`src/rtl/noc_vc_scheduler.sv`:
```
// Virtual-channel output-link scheduler: round-robin among head flits, then holds the link for the whole packet.
// Latency: the grant is combinational from the current state, so an ack can land in the same cycle as its grant.
// Backpressure: grant falls to zero while the granted VC's downstream is unavailable. NOC_VC_SCHEDULER_WATCHDOG_EN adds a stall watchdog.
module noc_vc_scheduler #(
  parameter int CHANNELS    = 4,
  parameter int STALL_LIMIT = 255
) (
  input  logic                clk,
  input  logic                rst_n,
  input  logic                i_clear,
  input  logic [CHANNELS-1:0] i_request,
  input  logic [CHANNELS-1:0] i_head,
  input  logic [CHANNELS-1:0] i_tail,
  input  logic [CHANNELS-1:0] i_vc_available,
  input  logic                i_ack,
  output logic [CHANNELS-1:0] o_grant,
  output logic                o_locked,
  output logic                o_stall_error
);

  localparam int PW = (CHANNELS > 1) ? $clog2(CHANNELS) : 1;

  typedef enum logic {
    IDLE   = 1'b0,
    LOCKED = 1'b1
  } state_t;

  state_t                state, state_nxt;
  logic [PW-1:0]         ptr, ptr_nxt;
  logic [PW-1:0]         lvc, lvc_nxt;
  logic [PW-1:0]         gidx;
  logic [CHANNELS-1:0]   eligible;
  logic [CHANNELS-1:0]   grant;
  logic [PW:0]           cand_sum;
  logic [PW-1:0]         cand;
  logic                  found;
  logic                  fire;

  function automatic logic [PW-1:0] wrap_inc(input logic [PW-1:0] v);
    if (v == PW'(CHANNELS - 1)) return '0;
    return v + PW'(1);
  endfunction

  // Only a packet head may start a new arbitration round.
  assign eligible = i_request & i_head & i_vc_available;

  always_comb begin
    grant    = '0;
    gidx     = '0;
    found    = 1'b0;
    cand_sum = '0;
    cand     = '0;
    if (state == LOCKED) begin
      grant[lvc] = i_request[lvc] & i_vc_available[lvc];
      gidx       = lvc;
    end else begin
      for (int k = 0; k < CHANNELS; k++) begin
        cand_sum = {1'b0, ptr} + (PW+1)'(k);
        if (cand_sum >= (PW+1)'(CHANNELS)) cand_sum = cand_sum - (PW+1)'(CHANNELS);
        cand = cand_sum[PW-1:0];
        if (!found && eligible[cand]) begin
          found       = 1'b1;
          grant[cand] = 1'b1;
          gidx        = cand;
        end
      end
    end
  end

  assign o_grant = grant;
  assign fire    = i_ack & (|grant);

  always_comb begin
    state_nxt = state;
    ptr_nxt   = ptr;
    lvc_nxt   = lvc;
    if (i_clear) begin
      state_nxt = IDLE;
      ptr_nxt   = '0;
      lvc_nxt   = '0;
    end else if (fire) begin
      case (state)
        IDLE: begin
          if (i_tail[gidx]) begin
            ptr_nxt = wrap_inc(gidx);
          end else begin
            state_nxt = LOCKED;
            lvc_nxt   = gidx;
          end
        end
        LOCKED: begin
          // Body flits keep everything as is; only the tail releases the link.
          if (i_tail[lvc]) begin
            state_nxt = IDLE;
            ptr_nxt   = wrap_inc(lvc);
          end
        end
        default: state_nxt = IDLE;
      endcase
    end
  end

  always_ff @(posedge clk or negedge rst_n) begin
    if (!rst_n) begin
      state <= IDLE;
      ptr   <= '0;
      lvc   <= '0;
    end else begin
      state <= state_nxt;
      ptr   <= ptr_nxt;
      lvc   <= lvc_nxt;
    end
  end

  assign o_locked = (state == LOCKED);

`ifdef NOC_VC_SCHEDULER_WATCHDOG_EN
  localparam int CW = $clog2(STALL_LIMIT + 1);

  logic [CW-1:0] stall_cnt, stall_cnt_nxt;
  logic          stall_err;

  // Counts consecutive un-acked cycles while a packet holds the link; saturates at the limit.
  always_comb begin
    stall_cnt_nxt = '0;
    if (state == LOCKED && !i_ack) begin
      stall_cnt_nxt = (stall_cnt == CW'(STALL_LIMIT)) ? stall_cnt : stall_cnt + CW'(1);
    end
  end

  always_ff @(posedge clk or negedge rst_n) begin
    if (!rst_n) begin
      stall_cnt <= '0;
      stall_err <= 1'b0;
    end else if (i_clear) begin
      stall_cnt <= '0;
      stall_err <= 1'b0;
    end else begin
      stall_cnt <= stall_cnt_nxt;
      if (stall_cnt_nxt == CW'(STALL_LIMIT)) stall_err <= 1'b1;
    end
  end

  assign o_stall_error = stall_err;
`else
  assign o_stall_error = 1'b0;
`endif

`ifndef SYNTHESIS
  grant_onehot0: assert property (@(posedge clk) disable iff (!rst_n) $onehot0(o_grant));
`endif

endmodule

```
`config.mk`:
```
export PLATFORM = sky130hd
export DESIGN_NAME = noc_vc_scheduler
export DESIGN_NICKNAME = d
export VERILOG_FILES = /design/src/rtl/noc_vc_scheduler.sv
export SDC_FILE = /design/constraint.sdc
export NUM_CORES = 1
export LEC_CHECK = 0
export ABC_AREA = 1
export CAP_MARGIN = 20
export CORE_UTILIZATION = 56
export CTS_BUF_LIST = sky130_fd_sc_hd__clkbuf_2
export CTS_CLUSTER_DIAMETER = 150
export CTS_CLUSTER_SIZE = 12
export DETAILED_ROUTE_END_ITERATION = 10
export MAX_ROUTING_LAYER = met4
export PLACE_DENSITY = 0.88
export REMOVE_ABC_BUFFERS = 1
export SKIP_CTS_REPAIR_TIMING = 1
export SYNTH_ARGS = -nofsm -noshare
export SYNTH_HDL_FRONTEND = slang
export SYNTH_SLANG_ARGS = --single-unit
```
`constraint.sdc`:
```
create_clock -name clk -period 3.52 [get_ports clk]
set_input_delay 0.704 -clock clk [delete_from_list [all_inputs] [get_ports clk]]
set_output_delay 0.704 -clock clk [all_outputs]
set_load 0.02 [all_outputs]
```
Word-level counts from Yosys, hierarchy flattened
Index checks and enable logic that the tools add are counted.
{"block": "op_classes", "add_sub_neg": 9, "multipliers": 0, "div": 0, "order_cmp": 15, "n_eq_ne": 6, "n_shift": 0, "mux": 81, "bitwise_logic": 9, "reduce_logical": 15}
{"operator": "$mux 2", "count": 25}
{"operator": "$mux 1", "count": 33}
{"operator": "$mux 4", "count": 8}
{"operator": "$lt 2x3->1 const B", "count": 6}
{"operator": "$bmux 1 s2", "count": 8}
{"operator": "$and 4x4->4", "count": 3}
{"operator": "$or 4x4->4", "count": 3}
{"operator": "$demux 1 s2", "count": 5}
{"operator": "$ge 2x1->1 const B", "count": 5}
{"operator": "$ge 3x3->1 const B", "count": 3}
{"operator": "$logic_and 1x1->1", "count": 8}
{"operator": "$sub 2x1->2 const B", "count": 4}
{"operator": "$add 2x2->3 const B", "count": 2}
{"operator": "$reduce_and 3->1", "count": 2}
{"operator": "$add 2x1->2 const B", "count": 2}
{"operator": "$eq 2x2->1 const B", "count": 2}
{"operator": "$ne 2x2->1 const B", "count": 2}
{"operator": "$pmux 2 s2", "count": 1}
{"operator": "$reduce_or 4->1", "count": 1}
{"operator": "$add 2x1->3 const B", "count": 1}
{"operator": "$ge 2x3->1 const B", "count": 1}
{"operator": "$logic_not 1->1", "count": 3}
{"operator": "$ne 3x2->1 const B", "count": 1}
{"operator": "$ne 3x3->1 const B", "count": 1}
{"operator": "4 further kinds", "count": 5}
{"block": "word_totals", "register_bits": 5, "latch_bits": 0, "ram_bits": 0, "romBits": 0, "in_bits": 20, "mem_count": 0}

Longest topological paths before layout
{"block": "logic_depth", "word_depth": 30, "mapped_depth": 19}

Worst setup path after synthesis
OpenSTA, ideal clock, no wires.
{"block": "synth_path", "kind": "register to output", "start": "register ptr[0]", "end": "output o_grant[3]", "arrival_ps": 1754, "slack_ps": 1062, "stages_incl_launch_ff": 13, "path_cell_list": "dfrtp_1 > buf_6 > inv_8 > ha_1 > inv_1 > nand3_2 > nand2_4 > nand3_1 > nand2_1 > clkinv_1 > nand3_1 > nand2_1 > nand2_1"}
{"block": "synth_between", "elab_chain_len": 19, "elab_cells_between_ends": 70, "cone_classes": "add/sub: 7; order compare: 12; mux: 38; bitwise: 3; reduce/logical: 10"}
{"item": "start, declared", "line": "29", "text": "logic [PW-1:0] ptr, ptr_nxt;"}
{"item": "start signal, assigned", "line": "110", "text": "ptr <= ptr_nxt;"}
{"item": "branches (longest 17 deep; another with $add 2x1->3)"}
{"item": "$mux 4 (*)", "line": "61", "text": "if (!found && eligible[cand]) begin"}
{"item": "$mux 4 (*)", "line": "53", "text": "if (state == LOCKED) begin"}
{"item": "end, declared", "line": "16", "text": "output logic [CHANNELS-1:0] o_grant,"}
Mark *: on every way between the ends. The select of a mux whose other input is x is not followed.

Worst setup path in the final report
{"block": "layout_path", "start": "input i_request[2]", "end": "output o_grant[3]"}
{"block": "layout_between", "elab_chain_len": 18, "elab_cells_between_ends": 37, "cone_classes": "mux: 24; bitwise: 7; reduce/logical: 6"}
{"item": "start, declared", "line": "11", "text": "input logic [CHANNELS-1:0] i_request,"}
{"item": "$and 4x4->4 (2 in series)", "line": "45", "text": "assign eligible = i_request & i_head & i_vc_available;"}
{"item": "$bmux 1 s2", "line": "61"}
{"item": "$mux 1 (not written as such)", "line": "61"}
{"item": "$mux 1", "line": "61"}
{"item": "$mux 1", "line": "53"}
{"item": "$logic_not 1->1", "line": "61"}
{"item": "$logic_and 1x1->1", "line": "61"}
{"item": "$mux 1", "line": "61"}
{"item": "$mux 1", "line": "53"}
{"item": "$logic_not 1->1", "line": "61"}
{"item": "$logic_and 1x1->1", "line": "61"}
{"item": "$mux 1", "line": "61"}
{"item": "$mux 1", "line": "53"}
{"item": "$logic_not 1->1", "line": "61"}
{"item": "$logic_and 1x1->1", "line": "61"}
{"item": "$mux 4", "line": "61"}
{"item": "$mux 4 (*)", "line": "53"}
Mark *: on every way between the ends. The rest lies on a longest branch, timed or not. The select of a mux whose other input is x is not followed.

==> results.toml <==
[layout]
diodes = 0
final-instance-count-excl-fill = 231
drive_gt1_share_pct = 19.9
nets = 238
syn2layout_area_growth_pct = 25.7
design_area_mm2 = 0.00144

[yosys]
synth_warnings = 0
synth_async_sr_flop_share_pct = 100
ys_top_cells_by_count = "nand2_1 (47), nand3_1 (37), inv_1 (14), ha_1 (11), nand3_2 (11)"
ys.flop_type = "dfrtp_1"
synth-edff-count = 0
synth.avg_cell_area_um2 = 6.38
ys_seq_area_share_pct = 11.0
ys_ff_latch = 5
synth.area.top_cells = "nand3_1 (16%), nand2_1 (15%), ha_1 (12%)"
synth.distinct_cells = 28
synth_area_leader_cell = "nand3_1"
syn_inst = 179
synth_most_common_cell = "nand2_1"
yosysTopAreaCellShare_pct = 16.2
syn-cell-area_mm2 = 0.00114

[critical_path]
cp_slowest_cell = "clkdlybuf4s50_1"
crit_chain = "clkdlybuf4s50_1, nand3_1, nand2_1, nand3_1, nand2_4, nand3_1, nand2_1, clkinv_1, nand3_1, nand2_1, nand2_1, dlymetal6s2s_1"
worstPathArrival_ns = 2.44
critPathLaunch = "i_request[2]"
end_kind = "output port"
timing.critical_path.buf_inv = 3
critPathKind = "input pin to output port"
cp.required_ns = 2.82
cpLargestDelayFamily = "simple AND/OR/NAND/NOR gates"
r2r-start = "ptr[0]$_DFFE_PN0P_"
startpoint_type = "input pin"
max_stage_delay_ns = 0.50
cp_max_fo = 8

[drt]
wl_um = 3110
via_per_inst = 5.55
ant_nets = 0
dr_total_vias = 1281
first_iter_violations = 43
wl_per_cell_um = 13.5
drt_first_pass_iters = 4
drc_errors = 0

[global_route]
grt-ovfl-total = 0
grt_pass1_vias = 1212
grt_usage_pct = 30.7
antenna_found_initial = 0
grt_pass1_wl_um = 4800
grt_start_max_net_pins = 14

[clock_tree]
cts_num_sinks = 5
clk_path_buf_depth = 2
cts_buffers = 3
htreeDepth = 1
root_buffer = "clkbuf_2"
clk_latency_ns = 0.21
cts_tree = "done"
clk_pin_slew_ns = 0.06

[timing]
drv_slew = 0
layout_min_cycle_time_ns = 3.14
fin_worst_skew_ns = 0.00298
setup_violations = 0
fmax_mhz = 318
grt_setup_unrepaired = "false"
final.setup.tns_ns = 0
hold_viol = 0
post-route-period-util_pct = 89.2

[floorplanning]
start_util_pct = 62.7
fp.dieH_um = 47.2
coreArea_mm2 = 0.00182
die_area_mm2 = 0.00222
io_pins = 26
row_count = 15
die_w_um = 47.2

[outcome]
status = "complete, no violations"

[placement]
portBuffers = 24
dp_cells = 227
hpwl_um = 2520
dpl_cell_area_mm2 = 0.00141
gp_congestion = 0.833

[min_path]
min_from = "lvc[1]$_DFFE_PN0P_"
hold_class = "flip-flop to flip-flop"

[pwr]
peakVddDrop_mv = 0.638
powerDensity_mw_per_mm2 = 977
cellLeakagePower_nw = 0.773

[run]
drv_cap = 0
[metal layers]
metal  vias up  wire length (µm)  global-route usage (%)
met5         -                 0                       -
met4         0                 0                    7.43
met3         0               144                   0.385
met2        49              1630                    58.6
met1       586              1330                    34.9
li1        646                 -                       -
[sequential cells by signal, indices dropped and copies added (netlist names)]
name	flops
o_locked	1
ptr	2
lvc	2
[stage by stage]
| step | hold slack, ns | total power, W | util, % | setup slack [ns] |
|---|---|---|---|---|
| 3_5_place_dp | 0.622 | 0.00134 | 77.3 | 0.0239 |
| 5_1_grt | 0.699 | 0.00153 | 78.9 | 0.224 |
| 6_report | 0.634 | 0.00140 | 78.9 | 0.379 |
| 3_3_place_gp | 0.607 | 0.00129 | 77.3 | 0.106 |
| 4_1_cts | 0.635 | 0.00140 | 78.4 | 0.0264 |
| 2_1_floorplan | 0.408 | 0.00103 | - | 0.952 |
[placed cells by master, fill, tap and decap left out, drive strengths merged]
| master | count |
|---|---|
| a21oi | 5 |
| buf | 2 |
| clkbuf | 4 |
| clkdlybuf4s50 | 20 |
| clkinv | 3 |
| conb | 1 |
| dfrtp | 5 |
| dlymetal6s2s | 4 |
| ha | 11 |
| inv | 17 |
| nand2 | 60 |
| nand3 | 48 |
| nand3b | 1 |
| nand4 | 5 |
| nor2 | 13 |
| nor3 | 1 |
| o211ai | 1 |
| o21a | 1 |
| o21ai | 4 |
[worst reg2reg max path, delay by kind of cell (launching register included)]
kind	cells	cell delay, ns
adder cells (fa/ha/maj)	1	0.36
flip-flops	1	0.44
AO/OA/AOI/OAI	1	0.27
buffers and inverters	3	0.29
AND/OR/NAND/NOR	11	0.99
[layout make-up]
cell class,count,area [µm²]
clock buffer,4,20.0
fill,146,384
inverter,20,82.6
multi-input combinational,151,912
sequential,5,125
tap,25,31.3
timing repair buffer,26,265
[final timing paths]
| check | end | slack [ns] | depth (start not counted) |
|---|---|---|---|
| setup / recovery | o_grant[3] | 0.38 | 12 |
| hold / removal | lvc[1]$_DFFE_PN0P_ | 0.63 | 2 |
| max in group asynchronous | ptr[0]$_DFFE_PN0P_ | 2.62 | 1 |
| hold reg to reg | lvc[1]$_DFFE_PN0P_ | 0.63 | 2 |
| setup reg to reg | lvc[1]$_DFFE_PN0P_ | 1.06 | 16 |
| min in group asynchronous | ptr[1]$_DFFE_PN0P_ | 0.71 | 1 |
[kinds of logic after synthesis]
group           after synthesis  synth area share, %
flops                         5                 11.0
other cells                   1                0.328
simple gates                128                 61.9
fa+ha+maj                    11                 12.0
buf+inv                      23                 9.20
compound gates               11                 5.59
[power by group]
part	internal, W	total (W)	switching (W)
clock network	0.0000301	0.0000523	0.0000222
logic	0.000430	0.00122	0.000794
registers	0.0000823	0.000127	0.0000450
Note: power is estimated with default switching activity, not from simulation.
==> variant (config.mk and constraints unchanged) <==
Set the parameter `CHANNELS` to 16 (it was 4).
--- a/src/rtl/noc_vc_scheduler.sv
+++ b/src/rtl/noc_vc_scheduler.sv
@@ -2,7 +2,7 @@
 // Latency: the grant is combinational from the current state, so an ack can land in the same cycle as its grant.
 // Backpressure: grant falls to zero while the granted VC's downstream is unavailable. NOC_VC_SCHEDULER_WATCHDOG_EN adds a stall watchdog.
 module noc_vc_scheduler #(
-  parameter int CHANNELS    = 4,
+  parameter int CHANNELS    = 16,
   parameter int STALL_LIMIT = 255
 ) (
   input  logic                clk,
Interface: changed (5 resized); port bits go from 26 to 86. No check against the original RTL was run, so the function may have changed too.
==> variant against the unedited design <==
The flow now stops in global routing. Synthesized area increased to 5.8 times the old value.
==> variant: results (changes against the unedited design) <==
status stopped before the end; stopping stage global routing; Err [ERROR GRT-0232] Routing congestion too high. Check the congestion heatmap in the GUI.; post-synthesis register bit count 9 (+4); Unique masters post-synth 47 (+68%); Place WS -1.59 ns (-1.61 ns); Async S/R FF share, synth 100% (unchanged); H-tree levels 1 (unchanged); Mapped Avg Cell Area 4.84 sq um (-24%); Primary FF master, synth dfrtp_1; CTS Buf Count 3 (unchanged); sequential-to-total area share from yosys stat 3.38% (-7.6 points); gr usage total 100%; top cells by area, synth nand2_1, nand3_1, nor2_1, inv_1, nand4_1; Root Driver clkbuf_2; buffer levels on the longest clock path 2 (unchanged); Synth top cells by count nand2_1, nor2_1, nand3_1, inv_1, nand4_1; largest net degree at the start of global routing 29; Detail Placement HPWL 29,000 um (+1000%); Placed Instances 1,825 (+700%); GRT Residual Overflow 800; GPL Wtd Cong 1.27 (+52%); buffers added on ports 84 (+250%); Yosys warnings 0 (unchanged)
[variant: routing by layer]
layer,global-route usage [%],GRT overflow
met5,-,-
met1,92.6,37
met4,105,135
met3,79.3,35
met2,123,593
[variant: cell families after synthesis]
| kind of cell | Yosys count | synth area share, % |
|---|---|---|
| other | 1 | 0.0563 |
| xor gates and xnor gates | 1 | 0.244 |
| and+or+nand+nor | 1059 | 72.0 |
| adders and majority gates | 18 | 3.38 |
| DFF | 9 | 3.38 |
| buffers and inverters | 218 | 14.3 |
| AOI/OAI and AO/OA | 72 | 6.72 |
[variant: metrics by stage]
stage          instance area, sq um  hold WS (ns)  TNS, ns
2_1_floorplan                  6310         0.408   -30.50
3_3_place_gp                   9600         0.597   -28.98
3_5_place_dp                   9600         0.633   -34.75
4_1_cts                        9620         0.656   -33.75
